File: config.mk
export PLATFORM = sky130hd
export DESIGN_NAME = memory_unit
export DESIGN_NICKNAME = d
export VERILOG_FILES = /design/src/rtl/memory_unit.sv
export SDC_FILE = /design/constraint.sdc
export NUM_CORES = 1
export LEC_CHECK = 0
export BUFFER_PORTS_ARGS = -buffer_cell sky130_fd_sc_hd__buf_2
export CAP_MARGIN = 20
export CORE_ASPECT_RATIO = 0.8
export CORE_UTILIZATION = 60
export CTS_CLUSTER_SIZE = 8
export DETAILED_ROUTE_END_ITERATION = 8
export PLACE_DENSITY = 0.88
export SLEW_MARGIN = 20
export SYNTH_ARGS = -nofsm -noshare
export SYNTH_HDL_FRONTEND = slang
export SYNTH_SLANG_ARGS = --single-unit
export TNS_END_PERCENT = 20
File: constraint.sdc
create_clock -name clk -period 12.9 [get_ports clk]
set_input_delay 3.87 -clock clk [delete_from_list [all_inputs] [get_ports clk]]
set_output_delay 3.87 -clock clk [all_outputs]
set_load 0.02 [all_outputs]
File: src/rtl/memory_unit.sv
// ---------------------------------------------------------------------------
// memory_unit
//   Load/store execution unit behind the reservation station's memory issue
//   port. Effective address = value1 + imm (32-bit wrap). Each access moves
//   one byte per cycle over an 8-bit synchronous RAM port (1-cycle read
//   latency), little-endian. The finished op is broadcast on the CDB for one
//   cycle; memory_busy holds off further issues while an op is in flight.
//
// Ports
//   clk, rst        clock, asynchronous active-high reset
//   flush           synchronous squash (branch mispredict)
//   memory_op       LB/LH/LW/LBU/LHU/SB/SH/SW opcode
//   memory_value1   base register value
//   memory_value2   store data (ignored for loads)
//   memory_imm      address offset
//   memory_des      issue tag, nonzero = issue this cycle
//   mem_din         RAM read data
//   mem_a           RAM byte address
//   mem_dout        RAM write data
//   mem_wr          RAM write enable
//   memory_busy     unit occupied, RS must not issue
//   result_data     CDB data (extended load value, 0 for stores)
//   result_des      CDB tag, nonzero for one cycle per completed op
// ---------------------------------------------------------------------------
module memory_unit #(
    parameter int TAG_WIDTH  = 3,
    parameter int ADDR_WIDTH = 32
) (
    input  logic                  clk,
    input  logic                  rst,
    input  logic                  flush,
    input  logic [4:0]            memory_op,
    input  logic [31:0]           memory_value1,
    input  logic [31:0]           memory_value2,
    input  logic [31:0]           memory_imm,
    input  logic [TAG_WIDTH-1:0]  memory_des,
    input  logic [7:0]            mem_din,
    output logic [ADDR_WIDTH-1:0] mem_a,
    output logic [7:0]            mem_dout,
    output logic                  mem_wr,
    output logic                  memory_busy,
    output logic [31:0]           result_data,
    output logic [TAG_WIDTH-1:0]  result_des
);

    localparam logic [4:0] OP_LB  = 5'b10010;
    localparam logic [4:0] OP_LH  = 5'b10011;
    localparam logic [4:0] OP_LW  = 5'b10100;
    localparam logic [4:0] OP_LBU = 5'b10101;
    localparam logic [4:0] OP_LHU = 5'b10110;
    localparam logic [4:0] OP_SB  = 5'b10111;
    localparam logic [4:0] OP_SH  = 5'b11000;
    localparam logic [4:0] OP_SW  = 5'b11001;

    typedef enum logic [1:0] {
        S_IDLE,
        S_ACCESS,
        S_TAIL,
        S_DONE
    } state_t;

    state_t                 state;
    logic [4:0]             op_r;
    logic [TAG_WIDTH-1:0]   tag_r;
    logic [31:0]            addr_r;
    logic [31:0]            store_r;
    logic [31:0]            buf_r;
    logic [2:0]             cnt;      // bytes already presented on mem_a
    logic                   squash;   // store flushed mid-flight: finish writes, no broadcast

    logic [31:0]            eff_addr;
    logic                   accept_ok;
    logic                   is_store;
    logic [2:0]             n_bytes;
    logic [1:0]             rd_idx;
    logic [1:0]             tail_idx;
    logic [31:0]            next_addr;
    logic [31:0]            load_val;

    function automatic logic op_is_store(input logic [4:0] op);
        return (op == OP_SB) || (op == OP_SH) || (op == OP_SW);
    endfunction

    function automatic logic [2:0] op_size(input logic [4:0] op);
        case (op)
            OP_LB, OP_LBU, OP_SB: return 3'd1;
            OP_LH, OP_LHU, OP_SH: return 3'd2;
            default:              return 3'd4;
        endcase
    endfunction

    function automatic logic [7:0] byte_sel(input logic [31:0] w, input logic [1:0] i);
        case (i)
            2'd0:    return w[7:0];
            2'd1:    return w[15:8];
            2'd2:    return w[23:16];
            default: return w[31:24];
        endcase
    endfunction

    function automatic logic [31:0] byte_put(input logic [31:0] w, input logic [1:0] i,
                                             input logic [7:0] b);
        logic [31:0] r;
        r = w;
        case (i)
            2'd0:    r[7:0]   = b;
            2'd1:    r[15:8]  = b;
            2'd2:    r[23:16] = b;
            default: r[31:24] = b;
        endcase
        return r;
    endfunction

    always_comb begin
        eff_addr  = memory_value1 + memory_imm;
        accept_ok = (memory_des != '0) && (memory_op >= OP_LB) && (memory_op <= OP_SW) && !flush;
        is_store  = op_is_store(op_r);
        n_bytes   = op_size(op_r);
        // Read data for the byte addressed two edges ago arrives now.
        rd_idx    = 2'(cnt - 3'd2);
        tail_idx  = 2'(n_bytes - 3'd1);
        next_addr = addr_r + {29'd0, cnt};
        case (op_r)
            OP_LB:   load_val = {{24{buf_r[7]}}, buf_r[7:0]};
            OP_LH:   load_val = {{16{buf_r[15]}}, buf_r[15:0]};
            OP_LW:   load_val = buf_r;
            OP_LBU:  load_val = {24'd0, buf_r[7:0]};
            OP_LHU:  load_val = {16'd0, buf_r[15:0]};
            default: load_val = '0;
        endcase
    end

    // Registered state only, so busy cannot glitch.
    assign memory_busy = (state != S_IDLE);

    always_ff @(posedge clk or posedge rst) begin
        if (rst) begin
            state       <= S_IDLE;
            op_r        <= '0;
            tag_r       <= '0;
            addr_r      <= '0;
            store_r     <= '0;
            buf_r       <= '0;
            cnt         <= '0;
            squash      <= 1'b0;
            mem_a       <= '0;
            mem_dout    <= '0;
            mem_wr      <= 1'b0;
            result_data <= '0;
            result_des  <= '0;
        end else begin
            result_des <= '0;
            case (state)
                S_IDLE: begin
                    if (accept_ok) begin
                        op_r    <= memory_op;
                        tag_r   <= memory_des;
                        addr_r  <= eff_addr;
                        store_r <= memory_value2;
                        buf_r   <= '0;
                        cnt     <= 3'd1;
                        squash  <= 1'b0;
                        mem_a   <= eff_addr[ADDR_WIDTH-1:0];
                        if (op_is_store(memory_op)) begin
                            mem_wr   <= 1'b1;
                            mem_dout <= memory_value2[7:0];
                        end
                        state <= S_ACCESS;
                    end
                end
                S_ACCESS: begin
                    if (!is_store && flush) begin
                        state <= S_IDLE;
                    end else begin
                        // A flushed store keeps writing so memory is never torn.
                        if (is_store && flush) begin
                            squash <= 1'b1;
                        end
                        if (!is_store && cnt >= 3'd2) begin
                            buf_r <= byte_put(buf_r, rd_idx, mem_din);
                        end
                        if (cnt == n_bytes) begin
                            mem_wr <= 1'b0;
                            state  <= is_store ? S_DONE : S_TAIL;
                        end else begin
                            mem_a <= next_addr[ADDR_WIDTH-1:0];
                            if (is_store) begin
                                mem_dout <= byte_sel(store_r, cnt[1:0]);
                            end
                            cnt <= cnt + 3'd1;
                        end
                    end
                end
                S_TAIL: begin
                    if (flush) begin
                        state <= S_IDLE;
                    end else begin
                        buf_r <= byte_put(buf_r, tail_idx, mem_din);
                        state <= S_DONE;
                    end
                end
                S_DONE: begin
                    // Broadcast is registered out of DONE, so it is visible in
                    // the cycle after leaving DONE and busy is already low then.
                    state <= S_IDLE;
                    if (!flush && !squash) begin
                        result_des  <= tag_r;
                        result_data <= load_val;
                    end
                end
                default: state <= S_IDLE;
            endcase
        end
    end

endmodule

==> out/metrics.cfg <==
[route]
wl_per_cell_um = 18.32
antenna_left = 0
drc = 0
drtIter0Drc = 1118
vias_per_cell = 6.280
routed_wl_mm = 28.95
num_vias = 9923
dr.pass1.iters = 6

[clock_network]
cts_tree = done
cts.path.max_buffers = 2
cts.hold.buffers_added = 0
cts_buffers = 17
clock_sinks = 186
postCtsSetupBuffers = 0
root_buffer = clkbuf_16
cts_resized = 0
htree_levels = 4
path_clk_slew_ns = 0.08
clkLatencyLatePin_ns = 0.44

[layout]
stdcell_count = 1580
diodes = 0
drive_above_1_share_pct = 21.48
area_growth_pct = 15.45
layout.nets = 1502

[critical_path]
critPathArrivalTime_ns = 6.55
worst_setup_path_start_kind = input pin
crit_path_end_kind = flip-flop
reg2reg_slack_ns = 9.62
path_class = in -> reg
crit_required_ns = 13.17
r2r_start = op_r[0]
critPathMaxFanout = 7
r2r_cells = 7
r2r-end = mem_a[27]

[floorplanning]
ios = 192
die_y_um = 121.8
die_x_um = 151.7
initial_core_util_pct = 61.71
core_area_um2 = 17430
rows = 43
die_area_um2 = 18470

[placed_design]
placed_cells = 1548
portBuffers = 191
post-dp-hpwl_mm = 20.57
gp_congestion = 0.9401

[timing]
max_freq_mhz = 159.2
period_share_pct = 48.71
max_slew.worst_pin.slew_ns = 1.098
post-route-min-period_ns = 6.283
whs_ns = 0.4795
clock_skew_ns = 0.01656
rsz0062_at_grt = no
final_hold_viol_count = 0
drv_slew = 0
setup_tns_ns = 0
setup_viol = 0
slew_headroom_pct = 26.79

[hold_path]
hp-start = result_data[8]
holdCritPathClass = reg -> reg
worstHoldPathCells = 2
min_to = result_data[8]

[global_routing]
antenna_found_initial = 0
grt_pass1_wl_mm = 46.13
gr-total-overflow = 0
groute.usage.overall_pct = 31.99
grt_pass1_vias = 9343
grt_max_degree = 96

[yosys]
synth_edf_count = 0
yosysSeqAreaShare_pct = 43.27
yosysUniqueCellTypes = 70
synthFlopType = dfrtp_1
synth_fp_nets = 1352
yosysWarningCount = 0
syn_area_per_cell_um2 = 9.025
syn_inst = 1192
netlist_area_um2 = 10760
async_reset_ff_share_pct = 100.0
synth_seq_cells = 186

[outcome]
status = completed

[power_and_ir_drop]
vdd_drop_max_mv = 0.1329
power.density_nw_per_um2 = 220.8
leakage_nw = 6.090

[run]
drv_cap = 0

## placed cells by master (no fill, tap or decap), types with 23 or more instances in the layout
| cell type | count |
|---|---|
| a21oi_1 | 73 |
| ha_1 | 42 |
| xor2_1 | 23 |
| o21ai_0 | 95 |
| nand2_1 | 254 |
| buf_2 | 191 |
| dfrtp_1 | 186 |
| xnor2_1 | 27 |
| nor2_1 | 39 |
| mux2_2 | 42 |
| nand3_1 | 47 |
## flip-flops by register name, summed over array words and instances (netlist names)
signal	flops
state	2
mem_dout	8
result_data	32
buf_r	32
cnt	3
store_r	32
squash	1
op_r	5
addr_r	32
result_des	3
mem_wr	1
tag_r	3
mem_a	32
## worst max path at each step
stage / from / to / slack, ns / depth (start not counted)
detailed placement: memory_value1[4] / addr_r[31] / 6.22 / 9
global route: memory_value1[4] / addr_r[31] / 6.48 / 9
global placement: memory_value1[4] / addr_r[31] / 6.23 / 9
CTS: memory_value1[4] / addr_r[31] / 6.67 / 9
finish: memory_value1[4] / addr_r[31] / 6.62 / 9
floorplan: rst / addr_r[0] / 3.97 / 1
## cells by family after synthesis
family / count (synthesis) / synth area share (%)
compound gates: 308 / 18.96
simple gates: 454 / 19.06
buf+inv: 91 / 3.361
xor+xnor: 50 / 4.071
flops: 186 / 43.27
fa+ha+maj: 45 / 5.373
mux: 58 / 5.908
## synthesized netlist by cell type, drive strengths merged, types with 7 or more instances
master | number | share of area, %
a211oi | 9 | 0.67
a21o | 15 | 1.0
a21oi | 75 | 3.6
a222oi | 9 | 0.84
a22o | 13 | 1.1
a31oi | 7 | 0.41
and2 | 23 | 1.3
and3 | 13 | 0.76
buf | 13 | 0.64
clkbuf | 55 | 1.9
dfrtp | 186 | 43
ha | 43 | 5.0
inv | 22 | 0.77
mux2 | 44 | 4.6
mux2i | 14 | 1.3
nand2 | 256 | 8.9
nand2b | 8 | 0.47
nand3 | 47 | 2.2
nand4 | 18 | 1.0
nor2 | 39 | 1.4
nor2b | 10 | 0.58
nor3 | 17 | 0.79
o211a | 11 | 1.0
o211ai | 11 | 0.77
o21ai | 95 | 4.4
o31ai | 14 | 0.98
xnor2 | 27 | 2.2
xor2 | 23 | 1.9
## layout make-up
cell class | instances | area [um^2]
Fill cell | 1311 | 5012
Tap cell | 225 | 281.5
Clock inverter | 15 | 196.4
Clock buffer | 17 | 425.4
Timing Repair Buffer | 199 | 1020
Inverter | 23 | 91.34
Sequential cell | 186 | 4654
Multi-Input combinational cell | 915 | 5751
## layer usage
metal	vias up	global-route usage (%)	share of wire (%)
met5	-	0	0
li1	4556	-	-
met1	4795	43.78	42
met2	523	50.14	47
met3	49	7.903	9.9
met4	0	9.963	1.9
## worst max-delay path, stage by stage
cell	delay (ns)
buf_2	0.10
ha_1	0.35
nand2_1	0.14
o31a_1	0.34
a211o_1	0.39
a2111oi_0	0.71
nor3_1	0.13
xnor2_1	0.39
o21ai_0	0.13
## through the flow
stage	setup slack [ns]	cell area, um^2	utilization (%)	power (mW)
4_1_cts	6.667	12410	71.21	2.730
2_1_floorplan	3.973	10760	-	1.854
3_5_place_dp	6.222	11790	67.64	2.190
5_1_grt	6.479	12420	71.25	2.915
3_3_place_gp	6.231	11790	67.64	2.131
6_report	6.617	12420	71.25	2.743
## power by group
part / leakage (nW) / internal (mW) / switching (mW)
sequential: 2.37 / 0.807 / 0.185
combinational: 3.42 / 0.484 / 0.737
clock: 0.299 / 0.265 / 0.265
No activity file was read; power rests on OpenSTA's default activity.
